<file path="config.mk">
export PLATFORM = sky130hd
export DESIGN_NAME = serial_frame_receiver
export DESIGN_NICKNAME = d
export VERILOG_FILES = /design/src/rtl/serial_frame_receiver.sv
export SDC_FILE = /design/constraint.sdc
export NUM_CORES = 1
export LEC_CHECK = 0
export BUFFER_PORTS_ARGS = -buffer_cell sky130_fd_sc_hd__buf_4
export CAP_MARGIN = 20
export CORE_MARGIN = 4
export CORE_UTILIZATION = 40
export DETAILED_ROUTE_END_ITERATION = 8
export SETUP_SLACK_MARGIN = 0.3
export SLEW_MARGIN = 20
export SYNTH_ARGS = -nofsm -noshare
export SYNTH_HDL_FRONTEND = slang
export SYNTH_SLANG_ARGS = --single-unit
</file>
<file path="constraint.sdc">
create_clock -name Clk -period 4.1 [get_ports Clk]
set_input_delay 0.82 -clock Clk [delete_from_list [all_inputs] [get_ports Clk]]
set_output_delay 0.82 -clock Clk [all_outputs]
set_load 0.03 [all_outputs]
</file>
<file path="src/rtl/serial_frame_receiver.sv">
// -----------------------------------------------------------------------------
// serial_frame_receiver
//   Bit-serial frame receiver. The line is oversampled at `rate` clocks per bit
//   and each bit is recovered by majority vote. The receiver hunts for a sync
//   word, reads a length header (payload bytes), then descrambles the payload
//   with an x^7+x^4+1 additive descrambler and streams it out one bit per
//   data_out_valid pulse.
//
// Ports
//   Clk             in   1  system clock, rising edge
//   reset           in   1  asynchronous, active-low reset
//   data_in         in   1  serial line sample, one per Clk
//   rate            in   4  samples per bit N (1..15); 0 holds the receiver idle
//   data_out        out  1  recovered, descrambled payload bit (registered)
//   data_out_valid  out  1  one-Clk pulse qualifying data_out (registered)
//
// Bit periods are aligned to reset release (or to the end of a rate=0 hold);
// there is no clock recovery or edge re-alignment.
// -----------------------------------------------------------------------------
module serial_frame_receiver #(
  parameter logic [15:0] SYNC_WORD = 16'hA5F0,
  parameter int unsigned LEN_W     = 12,
  parameter logic [6:0]  SCR_SEED  = 7'h7F
) (
  input  logic       Clk,
  input  logic       reset,
  input  logic       data_in,
  input  logic [3:0] rate,
  output logic       data_out,
  output logic       data_out_valid
);

  typedef enum logic [1:0] {
    ST_HUNT,
    ST_LEN,
    ST_PAYLOAD
  } state_t;

  // Payload bit counter must hold length*8.
  localparam int unsigned REM_W  = LEN_W + 3;
  localparam int unsigned BCNT_W = $clog2(LEN_W);

  // ---------------------------------------------------------------------------
  // Bit timing and majority vote
  // ---------------------------------------------------------------------------
  logic [3:0] r_sample_cnt;
  logic [3:0] r_rate_lat;
  logic [3:0] r_ones_cnt;

  logic [3:0] w_n;
  logic [3:0] w_ones_acc;
  logic       w_last;
  logic       w_bit;

  always_comb begin
    // At sample 0 the live rate input defines the period being started; later
    // samples use the value latched at sample 0, so a mid-bit change of rate
    // only affects the next bit.
    w_n        = (r_sample_cnt == 4'd0) ? rate : r_rate_lat;
    w_ones_acc = r_ones_cnt + {3'b000, data_in};
    w_last     = (rate != 4'd0) && (r_sample_cnt == (w_n - 4'd1));
    // Strict majority: ties on even N resolve to 0.
    w_bit      = ({w_ones_acc, 1'b0} > {1'b0, w_n});
  end

  // NOTE: clocked state uses non-blocking assignments so every register
  // samples pre-edge values regardless of statement order.
  always_ff @(posedge Clk or negedge reset) begin
    if (!reset) begin
      r_sample_cnt <= 4'd0;
      r_rate_lat   <= 4'd0;
      r_ones_cnt   <= 4'd0;
    end else if (rate == 4'd0) begin
      // Idle hold: discard any partial bit so timing restarts cleanly.
      r_sample_cnt <= 4'd0;
      r_ones_cnt   <= 4'd0;
    end else begin
      if (r_sample_cnt == 4'd0) begin
        r_rate_lat <= rate;
      end
      if (w_last) begin
        r_sample_cnt <= 4'd0;
        r_ones_cnt   <= 4'd0;
      end else begin
        r_sample_cnt <= r_sample_cnt + 4'd1;
        r_ones_cnt   <= w_ones_acc;
      end
    end
  end

  // ---------------------------------------------------------------------------
  // Frame FSM, advanced once per decided bit
  // ---------------------------------------------------------------------------
  state_t             r_state;
  state_t             w_state_nxt;
  logic [15:0]        r_sreg;
  logic [15:0]        w_sreg_nxt;
  logic [LEN_W-1:0]   r_len_sreg;
  logic [LEN_W-1:0]   w_len_nxt;
  logic [LEN_W-1:0]   w_len_shift;
  logic [BCNT_W-1:0]  r_bit_cnt;
  logic [BCNT_W-1:0]  w_bcnt_nxt;
  logic [REM_W-1:0]   r_remaining;
  logic [REM_W-1:0]   w_rem_nxt;
  logic [6:0]         r_scr;
  logic [6:0]         w_scr_nxt;
  logic               w_fb;
  logic               r_data_out;
  logic               w_out_nxt;
  logic               r_data_out_valid;
  logic               w_valid_nxt;

  always_ff @(posedge Clk or negedge reset) begin
    if (!reset) begin
      r_state <= ST_HUNT;
    end else begin
      r_state <= w_state_nxt;
    end
  end

  always_comb begin
    // NOTE: every output of this block gets a default first; a path that
    // leaves one unassigned would infer a latch.
    w_state_nxt = r_state;
    w_sreg_nxt  = r_sreg;
    w_len_nxt   = r_len_sreg;
    w_bcnt_nxt  = r_bit_cnt;
    w_rem_nxt   = r_remaining;
    w_scr_nxt   = r_scr;
    w_out_nxt   = r_data_out;
    w_valid_nxt = 1'b0;
    w_fb        = r_scr[6] ^ r_scr[3];
    w_len_shift = {r_len_sreg[LEN_W-2:0], w_bit};

    if (w_last) begin
      unique case (r_state)
        ST_HUNT: begin
          // Sliding window; overlapping sync candidates are naturally found.
          w_sreg_nxt = {r_sreg[14:0], w_bit};
          if (w_sreg_nxt == SYNC_WORD) begin
            w_state_nxt = ST_LEN;
            w_bcnt_nxt  = '0;
          end
        end
        ST_LEN: begin
          w_len_nxt = w_len_shift;
          if (r_bit_cnt == BCNT_W'(LEN_W - 1)) begin
            if (w_len_shift == '0) begin
              w_state_nxt = ST_HUNT;
            end else begin
              w_state_nxt = ST_PAYLOAD;
              w_rem_nxt   = {w_len_shift, 3'b000};
              w_scr_nxt   = SCR_SEED;
            end
          end else begin
            w_bcnt_nxt = r_bit_cnt + BCNT_W'(1);
          end
        end
        ST_PAYLOAD: begin
          w_out_nxt   = w_bit ^ w_fb;
          w_valid_nxt = 1'b1;
          w_scr_nxt   = {r_scr[5:0], w_fb};
          w_rem_nxt   = r_remaining - REM_W'(1);
          if (r_remaining == REM_W'(1)) begin
            // Clearing the window forces a full fresh sync word next frame.
            w_state_nxt = ST_HUNT;
            w_sreg_nxt  = '0;
          end
        end
        default: begin
          w_state_nxt = ST_HUNT;
        end
      endcase
    end
  end

  always_ff @(posedge Clk or negedge reset) begin
    if (!reset) begin
      r_sreg           <= '0;
      r_len_sreg       <= '0;
      r_bit_cnt        <= '0;
      r_remaining      <= '0;
      r_scr            <= SCR_SEED;
      r_data_out       <= 1'b0;
      r_data_out_valid <= 1'b0;
    end else begin
      r_sreg           <= w_sreg_nxt;
      r_len_sreg       <= w_len_nxt;
      r_bit_cnt        <= w_bcnt_nxt;
      r_remaining      <= w_rem_nxt;
      r_scr            <= w_scr_nxt;
      r_data_out       <= w_out_nxt;
      r_data_out_valid <= w_valid_nxt;
    end
  end

  assign data_out       = r_data_out;
  assign data_out_valid = r_data_out_valid;

endmodule

</file>
### Word-level counts from Yosys, hierarchy flattened

Cells that the tools add are included.

* bits in registers: 68
* output and inout port bits: 2
* logic and storage cells: 68

* $add $sub $neg: 5
* $lt $le $gt $ge: 1
* eq/ne operators: 11
* muxes and demuxes: 23
* bitwise operators: 2
* reductions and logical operators: 15

Operators by type and width (count)
* case mux 15 bit (2 select lines): 2
* two-way mux 15 bit: 3
* two-way mux 4 bit: 7
* equality test 16 bit, second input constant: 1
* equality test 15 x 1 -> 1 bit, second input constant: 1
* subtractor 15 x 1 -> 15 bit, second input constant: 1
* two-way mux 7 bit: 2
* case mux 7 bit (2 select lines): 1
* logical NOT 12 bit: 1
* AND reduction 4 bit: 3
* != test 2 bit, second input constant: 5
* adder 4 x 1 -> 4 bit, second input constant: 2
* logical NOT 4 bit: 2
* two-way mux 2 bit: 4
* case mux 4 bit (2 select lines): 1
* case mux 2 bit (3 select lines): 1
* nonzero test 2 bit: 3
* > comparator 5 x 4 -> 1 bit: 1
* adder 4 x 1 -> 4 bit: 1
* equality test 4 bit: 1
* equality test 4 bit, second input constant: 1
* AND reduction 2 bit: 2
* nonzero test 4 bit: 1
* subtractor 4 x 1 -> 4 bit, second input constant: 1
* other kinds (7): 9

### Logic depth before layout (Yosys ltp)

* depth after elaboration: 7
* mapped depth: 15

### Worst setup path before layout

Ideal clock, no wire load.

* kind: register to register
* start point: register r_sample_cnt[0]
* end point: register r_remaining[10]
* library setup time: 121 ps
* data arrival time: 2980 ps
* data required time: 3979 ps
* slack: 999 ps
* stages on the path, launching flop included: 16
* cell sequence: dfrtp_1 inv_1 ha_1 or3b_1 buf_6 mux2i_1 ha_1 xor2_1 nand2_1 nand4b_2 nand2b_1 buf_6 inv_4 nor2_4 buf_6 o22a_1

* longest elaborated chain between the ends: 6

RTL lines
* from (decl): RTL line 46 `logic [3:0] r_sample_cnt;`
* from (signal assigned): RTL line 85 `r_sample_cnt <= r_sample_cnt + 4'd1;`
* logical NOT 4 bit: RTL line 59 `w_n = (r_sample_cnt == 4'd0) ? rate : r_rate_lat;`
* two-way mux 4 bit
* > comparator 5 x 4 -> 1 bit or subtractor 4 x 1 -> 4 bit (tied branches): RTL line 63, 61
* logical NOT 12 bit or equality test 4 bit (tied branches): RTL line 148, 61
* != test 2 bit (no line) or logical AND 1 bit (tied branches)
* AND reduction 4 bit (no line) *
* to (signal assigned): RTL line 190 `r_remaining <= w_rem_nxt;`
* to (decl): RTL line 103 `logic [REM_W-1:0] r_remaining;`

Mark *: on every way between the ends. The rest lies on a longest branch, timed or not.
A chain may end at the register's enable or synchronous reset.

### Worst setup path after layout

* start point: register r_sample_cnt[0]
* end point: register r_bit_cnt[2]

* longest elaborated chain between the ends: 6

RTL lines
* logical NOT 4 bit: RTL line 59
* two-way mux 4 bit
* > comparator 5 x 4 -> 1 bit or subtractor 4 x 1 -> 4 bit (tied branches): RTL line 63, 61
* equality test 16 bit or equality test 4 bit (tied branches): RTL line 140, 61
* != test 2 bit (no line) or logical AND 1 bit (tied branches)
* AND reduction 4 bit (no line) *
* to (signal assigned): RTL line 189 `r_bit_cnt <= w_bcnt_nxt;`
* to (decl): RTL line 101 `logic [BCNT_W-1:0] r_bit_cnt;`

Marks and branches as above.

==> flow_summary.ini <==
[sta]
rsz0062_at_grt = false
period_share = 0.833
setup_viol = 0
fin_crit_ns = 3.42
final.setup_skew_ns = 0.0113
setup_ws_ns = 0.683
hold_violations = 0
tightest_slew_ns = 1.03
slew_viol_final = 0
fin_tns_setup_ns = 0
slew_headroom = 0.311
max_freq_ghz = 0.293

[synth]
synth_edf_count = 0
syn_area_per_cell_um2 = 9.75
syn_nets = 387
synth_top_area_frac = 0.423
syn_inst = 370
seq_area_frac_synth = 0.474
synth_common_cells = dfrtp_1 (61), nand2_1 (50), nor2_1 (36)
yosysUniqueCellTypes = 53
synth-seq-cells = 68
synthTopCellsByArea = dfrtp_1 (42%), nand2_1 (5.2%), dfstp_2 (5.1%), nor2_1 (3.7%), ha_1 (3.5%)
synth_area_um2 = 3610
synth_ff_type = dfrtp_1
synth_top_cell_by_area = dfrtp_1
ys_warn_count = 0
yosysMostFrequentCell = dfrtp_1
async_flop_share = 1.00

[pwr]
power.total_mw = 2.12
p_leak_nw = 1.78
peakVddDrop_uv = 240
powerDensity_nw_per_um2 = 541

[clock_tree]
cts.reportedPaths.clkPinSlew_ns = 0.07
hold_buffers = 0
cts_max_level = 3
clkSinkCount = 68
cts_buffers = 9
cts_tree = done
cts_buffer_depth = 2
root_buffer = clkbuf_8
clk-insertion-delay-late_ns = 0.33

[worst_setup_path]
cp-start-kind = flop
path_max_fanout = 15
required_ns = 4.32
worstSetupPathType = reg2reg
crit_arrival_ns = 3.63
crit_path_end_kind = flop

[die]
die_w_um = 103
die-area_um2 = 10600
rows = 34
num_io_pins = 9
coreArea_um2 = 8760
start_util = 0.412
dieHeight_um = 103

[placement]
place_area_um2 = 3710
dp_slack_ns = 0.434
globalplace.congestion = 0.800
numPortBuffers = 8
dpl.hpwl_um = 4740
post-place-cells = 468

[routing]
drt-total-wl_um = 7020
vias = 2614
drtIter0Drc = 145
detail_route.wl_per_cell_um = 14.5
first_pass_iters = 4
ant_nets = 0
via_per_inst = 5.41
drc = 0

[final_layout]
drive_gt1_frac = 0.149
syn_to_final_growth_pct = 8.64
stdcell_count = 483
finalInstanceArea_um2 = 3920
n_antenna_cell = 0
nNetsFinal = 390

[global_routing]
antenna_found_initial = 0
grt_use_met2 = 0.229
grt_max_degree = 69
use_met3 = 0.0332
grt_pass1_vias = 2621
grt_usage = 0.151
top_usage_layer = met2
grt_overflow = 0
grtUsageMet1 = 0.214
grt_pass1_wl_um = 12800

[flow_run]
drv_cap = 0

[run_status]
status = complete, no violations

[worst_hold_path]
hp-class = reg2reg
## cell families after synthesis
family | Yosys count | synth area share
compound gates | 87 | 0.170
xor+xnor | 11 | 0.0267
buf+inv | 30 | 0.0413
mux | 16 | 0.0482
simple gates | 148 | 0.205
flops | 68 | 0.474
fa+ha+maj | 10 | 0.0347
## final cells by class
cell class	count	area (µm²)
clock buffer	11	141
clock inverter	2	37.5
fill	840	4840
inverter	9	36.3
multi-input combinational	272	1760
sequential	68	1710
tap	108	135
timing repair buffer	13	97.6
## final timing paths
check | startpoint | end | slack [ns] | cells past startpoint
worst max-delay path | r_sample_cnt[0] | r_bit_cnt[2] | 0.68 | 11
worst min-delay path | r_scr[5] | r_scr[6] | 0.45 | 2
worst max register to register | r_sample_cnt[0] | r_bit_cnt[2] | 0.68 | 11
worst min register to register | r_scr[5] | r_scr[6] | 0.45 | 2
max in group asynchronous | reset | r_remaining[6] | 2.94 | 1
min in group asynchronous | reset | r_rate_lat[0] | 0.59 | 1
## routing by layer
| layer | routed length [µm] | up-vias |
|---|---|---|
| met5 | 0 | - |
| met4 | 55 | 0 |
| met3 | 200 | 4 |
| met2 | 3190 | 26 |
| met1 | 3580 | 1263 |
| li1 | - | 1321 |
## stage by stage
step / hold slack [ns] / utilization
after floorplan: 0.433 / -
after global placement: 0.452 / 0.424
after detailed placement: 0.453 / 0.424
after CTS: 0.456 / 0.444
after global routing: 0.480 / 0.447
final: 0.453 / 0.447
## cell usage in the layout, fill, tap and decap left out, types with 8 or more instances in the layout
master    count
a21oi_1      18
a31oi_1       9
buf_4        13
clkbuf_8     10
dfrtp_1      61
ha_1         10
inv_1         8
mux2_2       11
nand2_1      50
nor2_1       36
nor3_1        9
o21ai_0      23
o22a_1       12
## registers in the layout, indices dropped and copies added (netlist names)
name,cells
r_rate_lat,4
r_remaining,15
r_sreg,15
r_state,2
r_bit_cnt,4
r_len_sreg,11
r_scr,7
data_out,1
r_ones_cnt,4
data_out_valid,1
r_sample_cnt,4
## critical path, cell delays in order (launching register included)
cell and delay [ns]:
dfrtp_1 0.43, inv_1 0.08, ha_1 0.20, or3b_1 0.48
mux2i_1 0.30, ha_1 0.29, xor2_1 0.18, nand2_1 0.07
nand4b_4 0.33, a211oi_2 0.37, nand2_1 0.19, a221o_1 0.37
## report_power, final
group          total [mW]  internal, mW  switching, mW  leakage (nW)
logic               0.754         0.319          0.435         0.800
registers           0.839         0.757         0.0822         0.889
clock network       0.525         0.288          0.237        0.0874
total                2.12          1.36          0.755          1.78
## timing repair
action | CTS | global route
setup endpoints to repair | 0 | 49
buffers inserted | 0 | 2
resized for setup | 0 | 3
(Power assumes the default switching activity.)
